**src/rtl/b_shifter.sv**
```systemverilog
// b_shifter: registered barrel shifter / rotator.
// Every operation is computed on one right-direction mux cascade. Left-direction
// operations bit-reverse the operand first and bit-reverse the result afterwards.
// Wrap, zero and sign fill are the only differences between the operations.
module b_shifter #(
  parameter int unsigned WIDTH = 8,
  localparam int unsigned AMT_W = $clog2(WIDTH)
) (
  input  logic             clk,
  input  logic             rst,
  input  logic             in_valid,
  input  logic [WIDTH-1:0] a,
  input  logic [AMT_W-1:0] amt,
  input  logic [2:0]       mode,
  output logic [WIDTH-1:0] y,
  output logic             out_valid
);

  typedef enum logic [2:0] {
    MODE_ROR  = 3'b000,
    MODE_ROL  = 3'b001,
    MODE_LSR  = 3'b010,
    MODE_LSL  = 3'b011,
    MODE_ASR  = 3'b100,
    MODE_RSV5 = 3'b101,
    MODE_RSV6 = 3'b110,
    MODE_RSV7 = 3'b111
  } mode_e;

  if (WIDTH < 2 || (WIDTH & (WIDTH - 1)) != 0) begin : g_bad_width
    $error("b_shifter: WIDTH must be a power of two and at least 2");
  end

  function automatic logic [WIDTH-1:0] bitrev(input logic [WIDTH-1:0] v);
    logic [WIDTH-1:0] r;
    r = '0;
    for (int unsigned i = 0; i < WIDTH; i++) begin
      r[i] = v[WIDTH-1-i];
    end
    return r;
  endfunction

  logic             op_reverse;
  logic             op_rotate;
  logic             op_sign_fill;
  logic             op_pass;
  logic             fill_bit;
  logic [WIDTH-1:0] pre;
  logic [WIDTH-1:0] result;
  logic [WIDTH-1:0] stg [AMT_W+1];

  // Decode the operation into direction, wrap/fill behaviour and pass-through.
  always_comb begin
    op_reverse   = 1'b0;
    op_rotate    = 1'b0;
    op_sign_fill = 1'b0;
    op_pass      = 1'b0;
    unique case (mode_e'(mode))
      MODE_ROR: op_rotate = 1'b1;
      MODE_ROL: begin
        op_rotate  = 1'b1;
        op_reverse = 1'b1;
      end
      MODE_LSR: ;
      MODE_LSL: op_reverse = 1'b1;
      MODE_ASR: op_sign_fill = 1'b1;
      default:  op_pass = 1'b1;
    endcase
  end

  assign fill_bit = op_sign_fill & a[WIDTH-1];
  assign pre      = op_reverse ? bitrev(a) : a;
  assign stg[0]   = pre;

  // Stage k moves the data right by 2^k positions when amt[k] is set.
  for (genvar k = 0; k < AMT_W; k++) begin : g_stage
    localparam int unsigned D = 1 << k;
    logic [D-1:0]     top;
    logic [WIDTH-1:0] moved;
    assign top        = op_rotate ? stg[k][D-1:0] : {D{fill_bit}};
    assign moved      = {top, stg[k][WIDTH-1:D]};
    assign stg[k+1]   = amt[k] ? moved : stg[k];
  end

  // Undo the bit reversal for left-direction operations; reserved modes pass a.
  always_comb begin
    result = stg[AMT_W];
    if (op_pass) begin
      result = a;
    end else if (op_reverse) begin
      result = bitrev(stg[AMT_W]);
    end
  end

  // Output register: reset wins, a valid request loads y, idle cycles hold y.
  always_ff @(posedge clk) begin
    if (rst) begin
      y         <= '0;
      out_valid <= 1'b0;
    end else begin
      out_valid <= in_valid;
      if (in_valid) begin
        y <= result;
      end
    end
  end

endmodule

```
**config.mk**
```make
export PLATFORM = sky130hd
export DESIGN_NAME = b_shifter
export DESIGN_NICKNAME = d
export VERILOG_FILES = /design/src/rtl/b_shifter.sv
export SDC_FILE = /design/constraint.sdc
export NUM_CORES = 1
export LEC_CHECK = 0
export BUFFER_PORTS_ARGS = -buffer_cell sky130_fd_sc_hd__buf_2
export CAP_MARGIN = 40
export CORE_UTILIZATION = 45
export DETAILED_ROUTE_END_ITERATION = 6
export GPL_TIMING_DRIVEN = 0
export PLACE_DENSITY = 0.68
export SYNTH_ARGS = -nofsm -noshare
export SYNTH_HDL_FRONTEND = slang
export SYNTH_SLANG_ARGS = --single-unit
```
**constraint.sdc**
```tcl
create_clock -name clk -period 3.6 [get_ports clk]
set_input_delay 0.36 -clock clk [delete_from_list [all_inputs] [get_ports clk]]
set_output_delay 0.36 -clock clk [all_outputs]
set_load 0.05 [all_outputs]
```
== Word level (Yosys, flattened, before mapping) ==
Index checks and enable logic that the tools add are counted.
Cells by class
  muxes and demuxes: 12
  reduce and logical (&&, ||, !) cells: 4
  bitwise logic cells: 1
  equality and inequality tests: 4
Operator list (count)
  two-way mux 8 bit: 6
  equality test 3 x 2 -> 1 bit (second input constant): 2
  OR reduction 5 bit: 1
  two-way mux 1 bit: 4
  two-way mux 4 bit: 1
  OR reduction 2 bit: 2
  equality test 3 x 1 -> 1 bit (second input constant): 1
  equality test 3 bit (second input constant): 1
  logical NOT 3 bit: 1
  two-way mux 2 bit: 1
  AND 1 bit: 1
Word-level totals
  logic and storage cells: 23
  register bits after elaboration: 9
  input bits: 17

== Depth between registers and ports, before layout ==
  depth in word-level cells: 12
  mapped depth: 8
  mapped depth without buffers: 6

== Worst setup path after synthesis ==
OpenSTA, ideal clock, no wires.
  path type: input port to flip-flop
  start point: input port amt[1]
  end point: register y[2]
  slack: 1589 ps
  cell stages on the path: 8
  arrival: 1875 ps
  required time: 3464 ps
  cells stage by stage: buf_2 buf_2 mux2_1 mux4_2 nor2_1 a21oi_1 o31ai_1 a31oi_1
On the way
  word-level cells in the longest chain between the ends: 5
RTL lines
  start: declaration: RTL line 13  | input logic [AMT_W-1:0] amt,
  two-way mux 8 bit (*): RTL line 82  | assign stg[k+1] = amt[k] ? moved : stg[k];
  two-way mux 4 bit: RTL line 80  | assign top = op_rotate ? stg[k][D-1:0] : {D{fill_bit}};
  two-way mux 8 bit (*): RTL line 82
  two-way mux 8 bit (*): RTL line 90  | end else if (op_reverse) begin
  two-way mux 8 bit (*): RTL line 88  | if (op_pass) begin
  end signal: assignment: RTL line 103  | y <= result;
  end: declaration: RTL line 15  | output logic [WIDTH-1:0] y,
Mark *: on every way between the ends. The rest lies on a longest branch, timed or not.
A chain may end at the register's enable or synchronous reset.

== Worst setup path in the final report ==
  start point: input port mode[0]
  end point: register y[0]
On the way
  word-level cells in the longest chain between the ends: 10
RTL lines
  start: declaration: RTL line 14  | input logic [2:0] mode,
  equality test 3 x 2 -> 1 bit / equality test 3 x 1 -> 1 bit (equally long branches): RTL line 58  | unique case (mode_e'(mode))
  OR reduction 2 bit (no source line)
  two-way mux 1 bit: RTL line 58
  two-way mux 8 bit: RTL line 72  | assign pre = op_reverse ? bitrev(a) : a;
  two-way mux 1 bit / two-way mux 8 bit (equally long branches): RTL line 80, 82
  two-way mux 8 bit / two-way mux 2 bit (equally long branches): RTL line 82, 80
  two-way mux 8 bit / two-way mux 4 bit (equally long branches): RTL line 82, 80
  two-way mux 8 bit: RTL line 82
  two-way mux 8 bit: RTL line 90
  two-way mux 8 bit (*): RTL line 88
Marks and branches as above.

==> flow_summary.ini <==
[clock_tree]
root_buffer = clkbuf_4
holdBufCountCts = 0
clockBufferDepth = 2
cts_tree = done
clock_latency_ns = 0.26
cts.htree.levels = 1
clk_pin_slew_worst_paths_ns = 0.06
postCtsSetupBuffers = 0
cts_sinks = 9
cts_resized = 0
cts_buffers = 3

[global_route]
grt_pass1_vias = 1223
track_usage = 0.273
grt_max_degree = 11
overflow = 0
antenna_found_initial = 0
grt_pass1_wl_um = 5720

[cells_and_area]
final_common_cell = buf_2
final_cell_count_no_fill = 210
finalNetCount = 198
fillers = 256
antenna_cells = 0
syn2layout_area_growth_pct = 13.3
final_cell_mix = buf_2, nor2_1, nand2_1, a21oi_1, dfxtp_1
drive_gt1_frac = 0.261

[run]
cap_violations = 0

[synth]
syn_avg_cell_area_um2 = 7.88
synth_nets = 173
synth_edf_count = 0
ys.warnings.count = 0
ys_ff_latch = 9
synth_cell_types = 46
syn_inst = 156
synth.top_cells.by_area = dfxtp_1, mux4_2, nor2_1
async_flop_share = 0
yosysTopAreaCellShare = 0.146
synthFlopType = dfxtp_1
synthesis.area_mm2 = 0.00123
yosysSeqAreaShare = 0.146
yosys.area.top_type = dfxtp_1

[timing]
fmax_mhz = 493
finalCritPeriodShare = 0.563
skew_ns = 0
finalHoldViolCount = 0
min_period_ns = 2.03
slew_violations = 0
setup_violations = 0
setup_tns_ns = 0
slew_headroom = 0.450
tightest_slew_ns = 0.804
rsz0062_at_grt = false

[detailed_routing]
wl_per_cell_um = 17.0
vias = 1370
wl_um = 3570
drt_pass1_iterations = 4
drt_iter0_markers = 64
drc_errors = 0
via_per_inst = 6.52
antenna_left = 0

[run_status]
status = finished, final reports clean

[setup_path]
path_delay_family = compound AO/OA/AOI/OAI gates
reg2reg_slack_ns = 2.67
worst_r2r_path_depth = 4
start_kind = primary input
worstReg2RegStart = y[2]$_SDFFE_PP0P_
crit_type = in2reg
required_ns = 3.73
critical_path_arrival_ns = 2.16
cp_cell_sequence = buf_2 > nor2b_4 > buf_6 > a2111oi_0 > a2111oi_1 > a211o_1 > o211ai_1 > o22ai_1
crit_buf_inv = 2
slowest_stage = a2111oi_0
rr_endpoint = y[2]$_SDFFE_PP0P_
cpPeakStageDelay_ns = 0.71
cp_max_fo = 6
cp-end-kind = flop

[floorplanning]
core-area_mm2 = 0.00252
die-area_mm2 = 0.00295
die_w_um = 54.3
initial_core_util = 0.488
rows = 18
ioPinCount = 26
die_h_um = 54.3

[placement]
io_buffers = 20
routabilityCongestion = 0.932
dp_hpwl_um = 2710
dp.cells = 206

[power]
ir_drop_uv = 296
power_density_mw_per_mm2 = 280
p_leak_nw = 0.564

[min_path]
min_from = rst
min_to = out_valid$_SDFF_PP0_
holdPathStages = 2
holdCritPathClass = in2reg
==> power breakdown <==
group | internal [W] | leakage, nW | switching [W]
sequential | 0.000109 | 0.0746 | 0.00000496
clock | 0.0000429 | 0.0150 | 0.0000390
combinational | 0.0000721 | 0.474 | 0.000122
==> synthesized netlist by cell type, types with 2 or more instances <==
cell type and number:
a211oi_1 3, a211oi_2 2, a21oi_1 10, a31oi_1 4
buf_2 7, buf_6 2, clkbuf_1 7, dfxtp_1 9
inv_1 4, mux2_1 4, mux2_2 2, mux2i_1 4
mux4_2 7, nand2_1 13, nand2b_1 6, nand3_1 3
nor2_1 14, nor2b_1 8, nor3_1 2, nor4_1 3
o211a_1 2, o211ai_1 3, o21ai_0 7, o21ai_1 2
o22ai_1 4, o31ai_1 3, o32ai_1 2
==> area by class of cell <==
type                       instances  area (um^2)  area share
buffer                            17         87.6      0.0628
clock buffer                       4         26.3      0.0189
inverter                           4         15.0      0.0108
multi-input combinational        126          947       0.680
sequential                         9          180       0.129
tap                               30         37.5      0.0269
timing repair buffer              20          100      0.0718
==> routing by layer <==
layer / GRT usage / share of wire / vias to the layer above
met5: 0 / 0 / -
met1: 0.372 / 0.44 / 658
met4: 0.0983 / 0.0095 / 0
met3: 0.0556 / 0.059 / 6
met2: 0.423 / 0.49 / 58
li1: - / - / 648
==> sequential cells by signal, summed over array words and instances (netlist names) <==
name / flops
out_valid: 1
y: 8
==> worst max-delay path by stage <==
stage,startpoint,endpoint,slack [ns],depth (start not counted)
floorplan,amt[1],y[2]$_SDFFE_PP0P_,1.59,8
global placement,mode[0],y[3]$_SDFFE_PP0P_,1.37,8
detailed placement,mode[0],y[0]$_SDFFE_PP0P_,1.32,8
CTS,mode[0],y[0]$_SDFFE_PP0P_,1.60,8
global route,mode[0],y[5]$_SDFFE_PP0P_,1.45,8
finish,mode[0],y[0]$_SDFFE_PP0P_,1.57,8
==> logic make-up (layout without fill, tap and decap cells) <==
kind of cell | Yosys count | in the layout | share of synthesized area
AOI/OAI and AO/OA | 56 | 56 | 0.332
and+or+nand+nor | 52 | 52 | 0.211
buffers and inverters | 21 | 45 | 0.0834
muxes | 18 | 18 | 0.228
DFF | 9 | 9 | 0.146
==> stage by stage <==
stage	util	power (W)	hold WS, ns	area (um^2)	setup slack, ns
2_1_floorplan	-	0.000259	0.559	1230	1.59
3_3_place_gp	0.542	0.000303	0.514	1370	1.37
3_5_place_dp	0.542	0.000307	0.528	1370	1.32
4_1_cts	0.553	0.000386	0.485	1390	1.60
5_1_grt	0.553	0.000411	0.522	1390	1.45
6_report	0.553	0.000390	0.484	1390	1.57
Power figures use the tool's default switching activity.
